==> src/rtl/regfile_mp.sv <==
// regfile_mp: multi-port register file with busy scoreboard and sequential clear sweep
// Ports: clk/rst (sync, active-high); rd_addr/rd_data/rd_busy = NRD packed combinational read ports;
// wp0_*/wp1_* = write ports (wp1 wins on same address, *_clr also clears busy);
// mark_en/mark_addr = set busy bit; clr_req = start zeroing sweep; clr_busy/wr_ready = sweep status.
// Optional: define REGFILE_BYPASS_EN to forward same-cycle writes and busy updates to the read ports.
module regfile_mp #(
    parameter int DATA_W = 32,
    parameter int ADDR_W = 5,
    parameter int NRD    = 2
) (
    input  logic                  clk,
    input  logic                  rst,
    input  logic [NRD*ADDR_W-1:0] rd_addr,
    output logic [NRD*DATA_W-1:0] rd_data,
    output logic [NRD-1:0]        rd_busy,
    input  logic                  wp0_en,
    input  logic [ADDR_W-1:0]     wp0_addr,
    input  logic [DATA_W-1:0]     wp0_data,
    input  logic                  wp0_clr,
    input  logic                  wp1_en,
    input  logic [ADDR_W-1:0]     wp1_addr,
    input  logic [DATA_W-1:0]     wp1_data,
    input  logic                  wp1_clr,
    input  logic                  mark_en,
    input  logic [ADDR_W-1:0]     mark_addr,
    input  logic                  clr_req,
    output logic                  clr_busy,
    output logic                  wr_ready
);
    localparam int DEPTH = 2 ** ADDR_W;
    typedef enum logic {IDLE, SWEEP} state_t;
    state_t            state_q, state_d;
    logic [ADDR_W-1:0] idx_q, idx_d;
    logic [DATA_W-1:0] mem_q [DEPTH];
    logic [DATA_W-1:0] mem_d [DEPTH];
    logic [DEPTH-1:0]  busy_q, busy_d;
    logic              w0, w1;

    assign clr_busy = state_q == SWEEP;
    assign wr_ready = !clr_busy;
    assign w0 = wp0_en && wp0_addr != '0 && wr_ready;
    assign w1 = wp1_en && wp1_addr != '0 && wr_ready;

    // Entry 0 is never written, so it stays zero and never busy.
    always_comb begin
        mem_d   = mem_q;
        busy_d  = busy_q;
        state_d = state_q;
        idx_d   = idx_q;
        if (w0) mem_d[wp0_addr] = wp0_data;
        if (w1) mem_d[wp1_addr] = wp1_data;
        if (w0 && wp0_clr) busy_d[wp0_addr] = 1'b0;
        if (w1 && wp1_clr) busy_d[wp1_addr] = 1'b0;
        if (mark_en && mark_addr != '0) busy_d[mark_addr] = 1'b1;
        if (state_q == SWEEP) begin
            mem_d[idx_q] = '0;
            idx_d        = idx_q + 1'b1;
            state_d      = &idx_q ? IDLE : SWEEP;
        end else if (clr_req) begin
            state_d = SWEEP;
            idx_d   = ADDR_W'(1);
        end
    end

    for (genvar k = 0; k < NRD; k++) begin : g_rd
        logic [ADDR_W-1:0] a;
        assign a = rd_addr[k*ADDR_W +: ADDR_W];
`ifdef REGFILE_BYPASS_EN
        assign rd_data[k*DATA_W +: DATA_W] = a == '0 ? '0 :
                                             (w1 && wp1_addr == a) ? wp1_data :
                                             (w0 && wp0_addr == a) ? wp0_data : mem_q[a];
        assign rd_busy[k] = a != '0 && busy_d[a];
`else
        assign rd_data[k*DATA_W +: DATA_W] = a == '0 ? '0 : mem_q[a];
        assign rd_busy[k] = a != '0 && busy_q[a];
`endif
    end

    always_ff @(posedge clk) begin
        if (rst) begin
            state_q <= IDLE;
            idx_q   <= '0;
            busy_q  <= '0;
            mem_q   <= '{default: '0};
        end else begin
            state_q <= state_d;
            idx_q   <= idx_d;
            busy_q  <= busy_d;
            mem_q   <= mem_d;
        end
    end
endmodule

==> config.mk <==
export PLATFORM = sky130hd
export DESIGN_NAME = regfile_mp
export DESIGN_NICKNAME = d
export VERILOG_FILES = /design/src/rtl/regfile_mp.sv
export SDC_FILE = /design/constraint.sdc
export NUM_CORES = 2
export LEC_CHECK = 0
export ABC_AREA = 0
export ABC_CLOCK_PERIOD_IN_PS = 4100
export BUFFER_PORTS_ARGS = -buffer_cell sky130_fd_sc_hd__buf_2
export CORE_ASPECT_RATIO = 0.7
export CORE_UTILIZATION = 30
export DETAILED_ROUTE_END_ITERATION = 6
export REMOVE_ABC_BUFFERS = 1
export SETUP_SLACK_MARGIN = 0.05
export SLEW_MARGIN = 10
export SYNTH_ARGS = -nofsm -noshare
export SYNTH_HDL_FRONTEND = slang
export SYNTH_SLANG_ARGS = --single-unit
==> constraint.sdc <==
create_clock -name clk -period 4.1 [get_ports clk]
set_input_delay 0.205 -clock clk [delete_from_list [all_inputs] [get_ports clk]]
set_output_delay 0.205 -clock clk [all_outputs]
set_load 0.01 [all_outputs]
# --- Yosys cells after proc, flatten, opt, wreduce, memory -nomap -nowiden ---
# Cells that the tools add are included.
totals:
  reg_bits: 1062
  output_inout_bits: 68
  in_bits: 97
  elab_cells: 126
classes:
  magnitude_cmp: 16
  reduce_logical: 25
  n_mux: 37
  add_sub_neg: 1
  n_bitwise: 12
op_table:
  columns: ["operator", "n"]
  rows:
  - ["two-way mux 1024 bit", 3]
  - ["bitwise mux 1024 bit", 2]
  - ["AND 1024 bit", 1]
  - ["NOT 1024 bit", 1]
  - ["demux 32 bit (select 5 bit)", 3]
  - ["two-way mux 32 bit", 12]
  - ["binary-select mux 32 bit (select 5 bit)", 2]
  - ["AND 32 bit", 2]
  - ["NOT 32 bit", 2]
  - ["OR 32 bit", 1]
  - [">= comparator 6 bit, second input constant", 5]
  - ["< comparator 5 x 6 -> 1 bit, second input constant", 5]
  - ["NOT 5 -> 6 bit", 5]
  - ["nonzero test 5 bit", 5]
  - ["< comparator 6 x 1 -> 1 bit, second input constant", 3]
  - ["demux 1 bit (select 5 bit)", 3]
  - [">= comparator 5 x 1 -> 1 bit, second input constant", 3]
  - ["logical AND 1 bit", 15]
  - ["binary-select mux 1 bit (select 5 bit)", 2]
  - ["logical NOT 5 bit", 2]
  - ["two-way mux 5 bit", 2]
  - ["two-way mux 1 bit", 8]
  - ["adder 5 x 1 -> 5 bit, second input constant", 1]
  - ["AND reduction 5 bit", 1]
  - ["other kinds (2)", 2]

# --- Logic depth before layout (Yosys ltp) ---
depth:
  depth_word: 11
  mapped_depth: 8
  mapped_depth_nobuf: 6

# --- Worst setup path before layout ---
# Ideal clock, no wire load.
synth_timing:
  path_kind: "input to output"
  from: "input port rd_addr[2]"
  to: "output port rd_data[10]"
  t_arrival_ns: 1.666
  path_slack_ns: 2.229
  t_required_ns: 3.895
  stages: 6
  path_cell_list: "buf_4 buf_2 mux4_2 mux2_2 o21ai_0 a311oi_1"
synth_via:
  elab_chain_len: 5
synth_rtl:
  columns: ["element", "line_no", "text"]
  rows:
  - ["from (decl)", "13", "input logic [NRD*ADDR_W-1:0] rd_addr,"]
  - ["NOT 5 -> 6 bit (not written as such)", "74", "assign rd_data[k*DATA_W +: DATA_W] = a == '0 ? '0 : mem_q[a];"]
  - ["binary-select mux 32 bit (select 5 bit)", "74", null]
  - ["two-way mux 32 bit (not written as such) (2 in series)", "74", null]
  - ["two-way mux 32 bit (*)", "74", null]
  - ["to (decl)", "14", "output logic [NRD*DATA_W-1:0] rd_data,"]
# Mark *: on every way between the ends. The rest lies on a longest branch, timed or not. The select of a mux whose other input is x is not followed.

# --- Final worst setup path ---
layout_timing:
  from: "input port rd_addr[0]"
  to: "output port rd_data[17]"
# Same word-level chain as after synthesis.

==> results.md <==
- Worst hold slack: between 50 and 60 ps
- Worst-path cell chain: buf_6 -> buf_12 -> buf_4 -> mux4_2 -> nor2b_1 -> a211oi_1 -> buf_4 -> a311oi_1 -> buf_4 -> buf_2
- WL final: between 300 and 400 mm
- Grt total ovfl: 0
- Seq. cell area: between 20,000 and 25,000 sq um
- Die height: approximately 390 um
- Synth Area in Simple Gates: 9.217%
- Largest net degree at the start of global routing: 65
- Post-cts resize count: 0
- H-tree depth: 3
- Buffers on Ports: 164
- Cells after Synth: ~6.4k
- Critical Path Start Type: input port
- Data required, critical path: slightly below 4000 ps
- Main synth FF type: dfxtp_1
- I/O pin count: between 150 and 200
- Initial Util: about 30%
- Skew final: about 41 ps
- CP peak stage delay: 830 ps
- CTS tree: built
- Vias in the first global route: 54.63k
- Status: finished, violations left
- Drt drc: 2
- Worst Hold Class: in2reg
- # rows: ~140
- Antenna violations before repair: 29
- Worst slew pin tran: around 1200 ps
- Area grow syn2layout: 12.56%
- Max Cap Viol: 0
- Sequential fraction of the synthesis area: between 30% and 40%
- Average size of a mapped cell: about 10 sq um
- Pwr Density: between 300 and 400 nW/um^2
- Crit end category: output pin
- Synth Area in Adders: less than 1%
- Setup violators final: 0
- Failing checks: DRC
- Number of vias per cell: ~6.4
- DRT Pass-1 Iters: 7
- Starting DRT DRC Count: around 9.3k
- Slew margin rel.: between 10% and 20%
- Antenna-violating nets left: 0
- WL per Instance: 33.34 um
- #FFs+latches synth: between 1k and 1.5k
- Placeable Area: around 210,000 sq um
- Fill count: roughly 21k
- Die X: between 500 and 600 um
- Worst path arrival time: approximately 3600 ps
- Die area: 216,400 sq um
- Crit Path Category: in2out
- Setup_tns: 0 ps
- Max Freq: around 270 MHz
- # clock sinks: ~1.1k
- GRT Overall Usage: 26.90%
- Fin crit share: between 90% and 100%
- Post-Synth XOR/XNOR Area: less than 1%
- Post-synthesis mux area share: a little over a third
- Multi-input gate area: approximately 40,000 sq um
- Count of cell types in the netlist: just over 60
- DP Wirelength: between 150 and 200 mm
- Ys async rst share: 0%
- Area fraction in compound gates after synthesis: between 10% and 20%
- Most common cell after layout, fill and taps aside: mux2i_1
- Slew Viols, Final: 0
- Hold-fix buffers, CTS: 15
- Clock-pin slew on the worst setup and hold paths: around 60 ps
- Cell leakage power: around 0.030 uW
- Nets@finish: between 6k and 7k
- Number of synthesized flops with an enable pin: 0
- Most frequent cells in the layout: mux2i_1, dfxtp_1, a211oi_1, nor2_1, mux4_2
- Worst path most repeated cell: buf_4
- First-pass GRT wire length: ~420 mm
- Peak supply drop: roughly 0.33 mV
- Clock Root Buffer: clkbuf_16
- Post-CTS setup buffer count: 0
- Layout cells sized above 1: between 20% and 30%
- Via count: 58.36k
- Post-Synthesis Cell Area: roughly 64,000 sq um
- Crit Path Max Fanout: 27
- YS warnings: 0
- Main combinational cell family by area after synthesis: multiplexers
- Slowest cell on crit path: a211oi_1
- Final hold violations: 0
- Clk Latency, worst-skew pair: around 740 ps
- Final worst path period need: between 3000 and 4000 ps
- Clock Path Buffers: 3
- RSZ-0062 raised after global routing: false
- Number of CTS-inserted buffers: ~110
- Gpl congestion: 0.9550
==> worst max-delay path, delay by kind of cell <==
kind / cells / cell delay, ps
AND/OR/NAND/NOR: 1 / 150
multiplexers: 1 / 520
buffers and inverters: 6 / 1630
AO/OA/AOI/OAI: 2 / 920
==> synth_stat cells, types with 34 or more instances <==
master    count  area share [%]
a211oi_1   1059              12
buf_2       168             1.3
and2_1       35            0.34
o21ai_0      89            0.69
buf_4        70            0.82
mux2i_1    1125              17
nand2_1     102            0.59
mux4_2      462              16
a221oi_1     41            0.56
nand3_1      45            0.35
mux2_2       66             1.2
a22oi_1      66            0.77
nor2b_1      77            0.75
clkbuf_1    538             3.1
buf_6        34            0.59
a311oi_1     66            0.90
nor2_1     1019             5.9
dfxtp_1    1062              33
==> logic make-up (layout without fill, tap and decap cells) <==
logic type,count (synthesis),count (layout)
compound gates,1454,1454
xor+xnor,1,1
fa+ha+maj,5,5
buf+inv,845,652
flops,1062,1062
mux,1653,1653
other cells,0,8
simple gates,1369,1369
==> layer usage <==
metal	global-route usage, %	wire (um)
met1	35.65	118300
met2	37.07	119900
met3	12.24	48270
met4	11.64	15390
met5	0.3109	352
==> final timing paths <==
kind	from	to	slack, ps	depth (start not counted)
setup / recovery	rd_addr[0]	rd_data[17]	340	10
hold / removal	wp1_addr[1]	busy_q[7]$_SDFF_PP0_	50	4
setup reg to reg	clr_busy$_SDFF_PP0_	mem_q[981]$_SDFF_PP0_	720	5
hold reg to reg	mem_q[1020]$_SDFF_PP0_	mem_q[1020]$_SDFF_PP0_	480	1
==> through the flow <==
step	cells	total power [uW]	area [sq um]	utilization (%)	worst slack, ps
2_1_floorplan	5552	11910	60480	-	200.5
3_3_place_gp	8847	13910	68540	32.32	462.9
3_5_place_dp	8847	13940	68550	32.33	445.0
4_1_cts	9056	24470	72410	34.15	434.1
5_1_grt	9056	25090	72420	34.15	397.4
6_report	9064	24630	72440	34.16	345.0
==> registers in the layout, summed over array words and instances, names as in the netlist <==
| signal | flops |
|---|---|
| mem_q | 1024 |
| clr_busy | 1 |
| busy_q | 32 |
| idx_q | 5 |
==> report_power, final <==
part / internal (uW) / switching, uW / leakage (uW)
sequential: 10500 / 134 / 0.00857
clock: 6010 / 4750 / 0.00181
combinational: 985 / 2270 / 0.0194
total: 17500 / 7150 / 0.0297
==> cell type report <==
cell class | instances | area share, %
antenna | 8 | 0.02763
clock buffer | 147 | 4.237
clock inverter | 47 | 0.8860
inverter | 8 | 0.04836
multi-input combinational | 4482 | 55.19
sequential | 1062 | 29.35
tap | 2860 | 4.940
timing repair buffer | 450 | 5.327
No activity file was read; power rests on OpenSTA's default activity.
